## src/rtl/uart_tx_arb_pkg.sv

```systemverilog
// Shared types and widths for the UART TX arbiter: FSM state encoding and
// statistics counter widths.
package uart_tx_arb_pkg;

   localparam int STATE_W     = 2;
   localparam int FRAME_CNT_W = 16;
   localparam int ERR_CNT_W   = 8;

   typedef enum logic [STATE_W-1:0] {
      IDLE      = 2'd0,
      START     = 2'd1,
      WAIT_BUSY = 2'd2,
      WAIT_DONE = 2'd3
   } state_t;

endpackage

```

## src/rtl/uart_tx_arbiter_if.sv

```systemverilog
// Requester / UART-facing bundle of the arbiter. The frame_count/err_count
// outputs exist only when UART_TX_ARB_STATS_EN is defined.
interface uart_tx_arbiter_if
   import uart_tx_arb_pkg::*;
#(
   parameter int NUM_REQ    = 4,
   parameter int DATA_WIDTH = 8
);
   localparam int IDX_W = $clog2(NUM_REQ);

   logic [NUM_REQ-1:0]            req;
   logic [NUM_REQ*DATA_WIDTH-1:0] req_data;
   logic [NUM_REQ-1:0]            ack;
   logic                          tx_start;
   logic [DATA_WIDTH-1:0]         tx_data;
   logic                          tx_busy;
   logic [IDX_W-1:0]              grant_id;
   logic                          done;
   logic                          err;
`ifdef UART_TX_ARB_STATS_EN
   logic [FRAME_CNT_W-1:0]        frame_count;
   logic [ERR_CNT_W-1:0]          err_count;

   modport master (
      input  req, req_data, tx_busy,
      output ack, tx_start, tx_data, grant_id, done, err, frame_count, err_count
   );
   modport slave (
      output req, req_data, tx_busy,
      input  ack, tx_start, tx_data, grant_id, done, err, frame_count, err_count
   );
`else
   modport master (
      input  req, req_data, tx_busy,
      output ack, tx_start, tx_data, grant_id, done, err
   );
   modport slave (
      output req, req_data, tx_busy,
      input  ack, tx_start, tx_data, grant_id, done, err
   );
`endif

endinterface

```

## src/rtl/uart_tx_arbiter_rr_pick.sv

```systemverilog
// Combinational rotating-priority selector: finds the first set request
// starting at last+1 and wrapping modulo NUM_REQ.
module rr_pick #(
   parameter int NUM_REQ = 4,
   parameter int IDX_W   = $clog2(NUM_REQ)
) (
   input  logic [NUM_REQ-1:0] i_req,
   input  logic [IDX_W-1:0]   i_last,
   output logic               o_valid,
   output logic [IDX_W-1:0]   o_idx
);

   always_comb begin
      int w_cand;
      // NOTE: every output of a combinational block gets a default first, so no
      // path through the block can leave it unassigned and infer a latch.
      w_cand  = 0;
      o_valid = 1'b0;
      o_idx   = '0;
      // Scan from the farthest candidate to the nearest; the nearest hit wins.
      for (int off = NUM_REQ; off >= 1; off--) begin
         w_cand = int'(i_last) + off;
         if (w_cand >= NUM_REQ) w_cand = w_cand - NUM_REQ;
         if (i_req[w_cand]) begin
            o_valid = 1'b1;
            o_idx   = IDX_W'(w_cand);
         end
      end
   end

endmodule

```

## src/rtl/uart_tx_arbiter.sv

```systemverilog
// Round-robin arbiter sharing one UART transmitter among NUM_REQ producers.
// Optional statistics counters are enabled with UART_TX_ARB_STATS_EN.
module uart_tx_arbiter #(
   parameter int NUM_REQ       = 4,
   parameter int DATA_WIDTH    = 8,
   parameter int START_TIMEOUT = 4
) (
   input logic               clk,
   input logic               rst,
   uart_tx_arbiter_if.master bus
);
   import uart_tx_arb_pkg::*;

   localparam int IDX_W = $clog2(NUM_REQ);
   localparam int CNT_W = $clog2(START_TIMEOUT + 1);

   state_t                r_state;
   state_t                w_next_state;
   logic [IDX_W-1:0]      r_last;
   logic [IDX_W-1:0]      r_grant_id;
   logic [DATA_WIDTH-1:0] r_tx_data;
   logic [NUM_REQ-1:0]    r_ack;
   logic                  r_tx_start;
   logic                  r_done;
   logic                  r_err;
   logic [CNT_W-1:0]      r_cnt;

   logic                  w_pick_valid;
   logic [IDX_W-1:0]      w_pick_idx;
   logic                  w_grant;
   logic                  w_timeout;
   logic                  w_frame_done;

   rr_pick #(
      .NUM_REQ (NUM_REQ),
      .IDX_W   (IDX_W)
   ) u_rr_pick (
      .i_req   (bus.req),
      .i_last  (r_last),
      .o_valid (w_pick_valid),
      .o_idx   (w_pick_idx)
   );

   always_comb begin
      w_next_state = r_state;
      w_grant      = 1'b0;
      w_timeout    = 1'b0;
      w_frame_done = 1'b0;
      unique case (r_state)
         IDLE: begin
            if (!bus.tx_busy && w_pick_valid) begin
               w_grant      = 1'b1;
               w_next_state = START;
            end
         end
         START: w_next_state = WAIT_BUSY;
         WAIT_BUSY: begin
            if (bus.tx_busy) begin
               w_next_state = WAIT_DONE;
            end else if (r_cnt == CNT_W'(1)) begin
               w_timeout    = 1'b1;
               w_next_state = IDLE;
            end
         end
         WAIT_DONE: begin
            if (!bus.tx_busy) begin
               w_frame_done = 1'b1;
               w_next_state = IDLE;
            end
         end
         default: w_next_state = IDLE;
      endcase
   end

   // NOTE: sequential state uses non-blocking assignments so every register
   // samples the pre-edge values, independent of statement order.
   always_ff @(posedge clk) begin
      if (rst) begin
         r_state    <= IDLE;
         r_last     <= IDX_W'(NUM_REQ - 1);
         r_grant_id <= '0;
         r_tx_data  <= '0;
         r_ack      <= '0;
         r_tx_start <= 1'b0;
         r_done     <= 1'b0;
         r_err      <= 1'b0;
         r_cnt      <= '0;
      end else begin
         r_state    <= w_next_state;
         r_ack      <= '0;
         r_tx_start <= 1'b0;
         r_done     <= w_frame_done;
         r_err      <= w_timeout;
         if (w_grant) begin
            r_ack      <= NUM_REQ'(1) << w_pick_idx;
            r_tx_start <= 1'b1;
            r_tx_data  <= bus.req_data[w_pick_idx*DATA_WIDTH +: DATA_WIDTH];
            r_grant_id <= w_pick_idx;
            r_last     <= w_pick_idx;
         end
         if (r_state == START) begin
            r_cnt <= CNT_W'(START_TIMEOUT);
         end else if (r_state == WAIT_BUSY && !bus.tx_busy) begin
            r_cnt <= r_cnt - CNT_W'(1);
         end
      end
   end

   assign bus.ack      = r_ack;
   assign bus.tx_start = r_tx_start;
   assign bus.tx_data  = r_tx_data;
   assign bus.grant_id = r_grant_id;
   assign bus.done     = r_done;
   assign bus.err      = r_err;

`ifdef UART_TX_ARB_STATS_EN
   logic [FRAME_CNT_W-1:0] r_frame_count;
   logic [ERR_CNT_W-1:0]   r_err_count;

   // Frame count wraps naturally; error count saturates.
   always_ff @(posedge clk) begin
      if (rst) begin
         r_frame_count <= '0;
         r_err_count   <= '0;
      end else begin
         if (w_frame_done) r_frame_count <= r_frame_count + FRAME_CNT_W'(1);
         if (w_timeout && r_err_count != {ERR_CNT_W{1'b1}})
            r_err_count <= r_err_count + ERR_CNT_W'(1);
      end
   end

   assign bus.frame_count = r_frame_count;
   assign bus.err_count   = r_err_count;
`endif

endmodule

```

## src/flat_wrapper.sv

```systemverilog
// flat-port wrapper written by rule: the top's interface ports become plain ports
module uart_tx_arbiter_flat import uart_tx_arb_pkg::*;
#(
   parameter int NUM_REQ       = 4,
   parameter int DATA_WIDTH    = 8,
   parameter int START_TIMEOUT = 4
)
  (clk, rst, bus_req, bus_req_data, bus_tx_busy, bus_ack, bus_tx_start, bus_tx_data, bus_grant_id, bus_done, bus_err);
  uart_tx_arbiter_if #(.NUM_REQ(NUM_REQ), .DATA_WIDTH(DATA_WIDTH)) bus_i ();
  input logic clk;
  input logic rst;
  input wire logic [$bits(bus_i.req)-1:0] bus_req;
  input wire logic [$bits(bus_i.req_data)-1:0] bus_req_data;
  input wire logic [$bits(bus_i.tx_busy)-1:0] bus_tx_busy;
  output wire logic [$bits(bus_i.ack)-1:0] bus_ack;
  output wire logic [$bits(bus_i.tx_start)-1:0] bus_tx_start;
  output wire logic [$bits(bus_i.tx_data)-1:0] bus_tx_data;
  output wire logic [$bits(bus_i.grant_id)-1:0] bus_grant_id;
  output wire logic [$bits(bus_i.done)-1:0] bus_done;
  output wire logic [$bits(bus_i.err)-1:0] bus_err;
  assign bus_i.req = bus_req;
  assign bus_i.req_data = bus_req_data;
  assign bus_i.tx_busy = bus_tx_busy;
  assign bus_ack = bus_i.ack;
  assign bus_tx_start = bus_i.tx_start;
  assign bus_tx_data = bus_i.tx_data;
  assign bus_grant_id = bus_i.grant_id;
  assign bus_done = bus_i.done;
  assign bus_err = bus_i.err;
  uart_tx_arbiter #(.NUM_REQ(NUM_REQ), .DATA_WIDTH(DATA_WIDTH), .START_TIMEOUT(START_TIMEOUT)) u_core (.clk(clk), .rst(rst), .bus(bus_i));
endmodule
```

## config.mk

```make
export PLATFORM = sky130hd
export DESIGN_NAME = uart_tx_arbiter_flat
export DESIGN_NICKNAME = d
export VERILOG_FILES = /design/src/rtl/uart_tx_arb_pkg.sv /design/src/rtl/uart_tx_arbiter_if.sv /design/src/rtl/uart_tx_arbiter_rr_pick.sv /design/src/rtl/uart_tx_arbiter.sv /design/src/flat_wrapper.sv
export SDC_FILE = /design/constraint.sdc
export NUM_CORES = 1
export LEC_CHECK = 0
export ABC_AREA = 1
export CAP_MARGIN = 20
export CORE_MARGIN = 2
export CORE_UTILIZATION = 45
export CTS_BUF_LIST = sky130_fd_sc_hd__clkbuf_4 sky130_fd_sc_hd__clkbuf_8
export DETAILED_ROUTE_END_ITERATION = 8
export PLACE_DENSITY_LB_ADDON = 0.1
export SLEW_MARGIN = 20
export SYNTH_ARGS = -nofsm -noshare
export SYNTH_HDL_FRONTEND = slang
export SYNTH_SLANG_ARGS = --single-unit
```

## constraint.sdc

```tcl
create_clock -name clk -period 2.99 [get_ports clk]
set_input_delay 0.598 -clock clk [delete_from_list [all_inputs] [get_ports clk]]
set_output_delay 0.598 -clock clk [all_outputs]
set_load 0.1 [all_outputs]
```

# Yosys cells after proc, flatten, opt, wreduce, memory -nomap -nowiden
# Cells that the tools add are included.
totals:
  wordCells: 85
  input_bits: 39
  ff_bits: 24
  output_inout_bits: 17
classes:
  bitwise_logic: 3
  n_lt_le_gt_ge: 8
  addsub: 9
  n_mux: 36
  n_eq_ne: 7
  shifts: 2
  reduce_logical: 10
op_table:
  columns: ["cell", "count"]
  rows:
  - ["$lt 32x4->1 const B", 4]
  - ["$mux 32", 4]
  - ["$ge 32x4->1 const B", 1]
  - ["$shiftx 32x6->8", 1]
  - ["$sub 32x4->32 const B", 1]
  - ["$mux 1", 17]
  - ["$mux 2", 8]
  - ["$sub 3x3->4 const B", 3]
  - ["$ge 3x3->1 const B", 3]
  - ["$bmux 1 s2", 4]
  - ["$pmux 2 s4", 1]
  - ["$add 2x2->3 const B", 2]
  - ["$mux 3", 2]
  - ["$reduce_or 2->1", 3]
  - ["$add 2x3->4 const B", 1]
  - ["$eq 2x2->1 const B", 2]
  - ["$shl 1x2->4 const A", 1]
  - ["$add 2x1->3 const B", 1]
  - ["$eq 3x1->1 const B", 1]
  - ["$ne 3x2->1 const B", 1]
  - ["$not 1->1", 3]
  - ["$reduce_and 3->1", 1]
  - ["$reduce_or 3->1", 1]
  - ["$sub 3x1->3 const B", 1]
  - ["7 further kinds", 8]

# Longest topological paths before layout
logic_depth:
  word_depth: 15
  depth_mapped: 15
  ltp_nobuf: 14

# By module
# From an unflattened synthesis, not the netlist that was laid out.
hier_totals:
  hier_cells: 232
  area_unflattened_um2: 1461.4
by_module_without_submodules:
  columns: ["mod", "area_each_um2", "cells_each", "n_inst"]
  rows:
  - ["uart_tx_arbiter", 1214.9, 181, 1]
  - ["rr_pick", 246.5, 51, 1]

# Least setup slack after synthesis
# Ideal clock, no wire load.
synth_timing:
  path_type: "input-to-reg"
  from: "in bus_req[2]"
  to: "reg u_core.r_tx_data[2] (netlist: u_core.bus.tx_data[2])"
  path_stages: 14
  path_buffers: 1
  required_ns: 2.875
  arrival_ns: 1.612
  path_slack_ns: 1.263
  path_cell_list: "inv_1 > nand2_1 > nand3_1 > nand2_1 > inv_1 > nand2_2 > nand2_4 > nand2_4 > nand2_4 > buf_12 > nand2_1 > nand2_1 > a21oi_1 > nor2_1"
synth_via:
  elab_chain_len: 10
  word_cells_on_any_way: 24
synth_rtl:
  columns: ["element", "line", "rtl"]
  rows:
  - ["from (decl)", "flat_wrapper.sv:12", "input wire logic [$bits(bus_i.req)-1:0] bus_req;"]
  - ["parallel branches: the longest is 10 deep, another holds $shiftx 32x6->8", null, null]
  - ["to (signal assigned)", "uart_tx_arbiter.sv:97", "r_tx_data <= bus.req_data[w_pick_idx*DATA_WIDTH +: DATA_WIDTH];"]
  - ["to (decl)", "uart_tx_arbiter.sv:21", "logic [DATA_WIDTH-1:0] r_tx_data;"]
# Several ways; the timed one is not identified. The select of a mux whose other input is x is not followed.
# A chain may end at the register's enable or synchronous reset.

# Worst setup path in the final report
layout_timing:
  from: "in bus_req[0]"
  to: "reg u_core.r_tx_data[6] (netlist: u_core.bus.tx_data[6])"
# The elaborated chain is that of the path after synthesis.

==> results_dict.tcl <==
set metrics [dict create \
    worstMarginPinSlew_ns 0.470 \
    post_cts.repair.setup_buffers 0 \
    powerDensity_nw_per_um2 809 \
    grt_max_degree 16 \
    cts.path.max_buffers 2 \
    dr.pass1.iters 4 \
    status "complete, no violations" \
    peakVddDrop_mv 0.373 \
    layout_common_cells "nand2_1 (57), inv_1 (42), clkdlybuf4s50_1 (38)" \
    yosys_register_bits 24 \
    syn-num-nets 274 \
    routed_via_density 4.68 \
    antenna_found_initial 0 \
    htreeDepth 1 \
    grt_pass1_wl_mm 5.77 \
    numPortBuffers 55 \
    holdWs_ns 0.487 \
    post_cts_resize_count 0 \
    cp_data_arrival_time_ns 2.40 \
    die_h_um 61.8 \
    final.min_clock_period_ns 2.12 \
    yosysSeqAreaShare 0.319 \
    rsz0062_at_grt "false" \
    relSlewSlack 0.686 \
    post_dp_cell_area_um2 2020 \
    cts_root_buf "clkbuf_4" \
    clock_latency_ns 0.32 \
    p_comb_frac 0.642 \
    ys_warn_count 0 \
    hold_path.class "reg -> reg" \
    grtUsageTotal 0.197 \
    final_area_um2 2050 \
    cts.reportedPaths.clkPinSlew_ns 0.13 \
    tritoncts "built" \
    crit_path_end_kind "flip-flop" \
    ant_nets 0 \
    hold_viol 0 \
    slowest_stage "clkdlybuf4s50_1" \
    synth-edff-count 0 \
    die-area_um2 3820 \
    finalWirelength_mm 3.46 \
    final_common_cell "nand2_1" \
    worst-path-max-fanout 15 \
    grt_overflow_total 0 \
    dp.final_hpwl_mm 2.73 \
    numClockSinks 24 \
    fin_ws_ns 0.865 \
    swShare 0.545 \
    syn_area_per_cell_um2 6.45 \
    initial_utilization 0.481 \
    finalSetupViolations 0 \
    worstSetupPathType "in -> reg" \
    slowest_delay_ns 0.50 \
    synthFlopType "dfxtp_1" \
    fmax_mhz 471 \
    diodes 0 \
    place_ws_ns 0.529 \
    crit_chain "clkdlybuf4s50_1, inv_1, o21ai_0, nor2_1, nand2_1, nand3_2, inv_1, o21a_1, nand2_1, nor2_1" \
    cap_viol_max_count 0 \
    die_w_um 61.8 \
    routabilityCongestion 0.883 \
    vias 1550 \
    hold_buffers 0 \
    p_seq_frac 0.255 \
    p_leak_nw 1.06 \
    ys_types 25 \
    finalCritPeriodShare 0.711 \
    wl_per_cell_um 10.5 \
    slew_viol_final 0 \
    coreArea_um2 3130 \
    p_int_mw 0.756 \
    cp.required_ns 3.26 \
    nNetsFinal 329 \
    first_global_vias 1416 \
    area_growth_syn_to_layout_pct 36.5 \
    layout-drive-gt1-share 0.153 \
    p_clk_frac 0.103 \
    ios 56 \
    tns_ns 0 \
    cts_buffers 3 \
    p_sw_mw 0.904 \
    rows 20 \
    syn_area_um2 1500 \
    startpoint_type "primary input" \
    final.setup_skew_ns 0.0111 \
    drc 0 \
    first_iter_violations 103 \
    syn-instance-count 233 \
    postSynth.asyncResetShare 0 \
]
-- critical path: cells and delay by family --
kind | cells | cell delay, ns
AOI/OAI and AO/OA | 2 | 0.37
buffers and inverters | 3 | 0.96
and+or+nand+nor | 5 | 0.48
-- routing by layer --
metal	part of all wire	track usage	wire, um
met1	0.46	0.255	1600
met2	0.47	0.341	1640
met3	0.060	0.0455	209
met4	0.0052	0.0274	18
met5	0	0	0
-- stage by stage --
step / util / cells / total power, mW
after global routing: 0.656 / 331 / 1.79
after detailed placement: 0.645 / 327 / 1.50
after floorplan: - / 233 / 1.34
after global placement: 0.645 / 327 / 1.50
after CTS: 0.656 / 331 / 1.67
final: 0.656 / 331 / 1.66
-- final timing paths --
path                     startpoint                     end  slack, ns  cells after the start
max                      bus_req[0]   u_core.bus.tx_data[6]       0.87                     10
min          u_core.bus.grant_id[0]  u_core.bus.grant_id[0]       0.49                      2
max reg2reg        u_core.r_last[0]   u_core.bus.tx_data[6]       0.99                     14
min reg2reg  u_core.bus.grant_id[0]  u_core.bus.grant_id[0]       0.49                      2
-- synthesized netlist by cell type, types with 2 or more instances --
cell / instances / area (um2)
nor2_1: 18 / 67.6
nand2_4: 3 / 33.8
inv_2: 4 / 15.0
clkbuf_1: 2 / 7.51
nand2_1: 57 / 214
ha_1: 2 / 25.0
dfxtp_1: 24 / 480
inv_1: 42 / 158
o21a_1: 8 / 60.1
o21ai_0: 5 / 25.0
buf_6: 2 / 22.5
nand2_2: 12 / 75.1
nor3_1: 2 / 10.0
nand3_1: 33 / 165
a21oi_1: 9 / 45.0
-- power by group through the flow --
stage	clock network (mW)	logic, mW	registers (mW)
final	0.171	1.07	0.423
after global routing	0.189	1.17	0.431
after CTS	0.177	1.07	0.423
after detailed placement	0	1.07	0.431
after global placement	0	1.07	0.431
after floorplan	0	0.602	0.734
-- sequential cells by signal, summed over array words and instances (netlist names) --
name / flops
u_core.bus.tx_data: 8
u_core.r_last: 2
u_core.r_state: 2
u_core.bus.grant_id: 2
u_core.bus.tx_start: 1
u_core.bus.ack: 4
u_core.r_cnt: 3
u_core.bus.done: 1
u_core.bus.err: 1
-- logic make-up (layout without fill, tap and decap cells) --
group                      after synthesis  count (layout)  share of synthesized area
DFF                                     24              24                      0.319
buffers and inverters                   52             106                      0.153
adders and majority gates                2               2                     0.0166
AOI/OAI and AO/OA                       28              28                      0.116
and+or+nand+nor                        127             127                      0.394
-- cell type report --
cell class | count | area, um2
clock buffer | 4 | 36.3
fill | 306 | 1070
inverter | 46 | 173
multi-input combinational | 157 | 793
sequential | 24 | 480
tap | 44 | 55.1
timing repair buffer | 56 | 515
No activity file was read; power rests on OpenSTA's default activity.
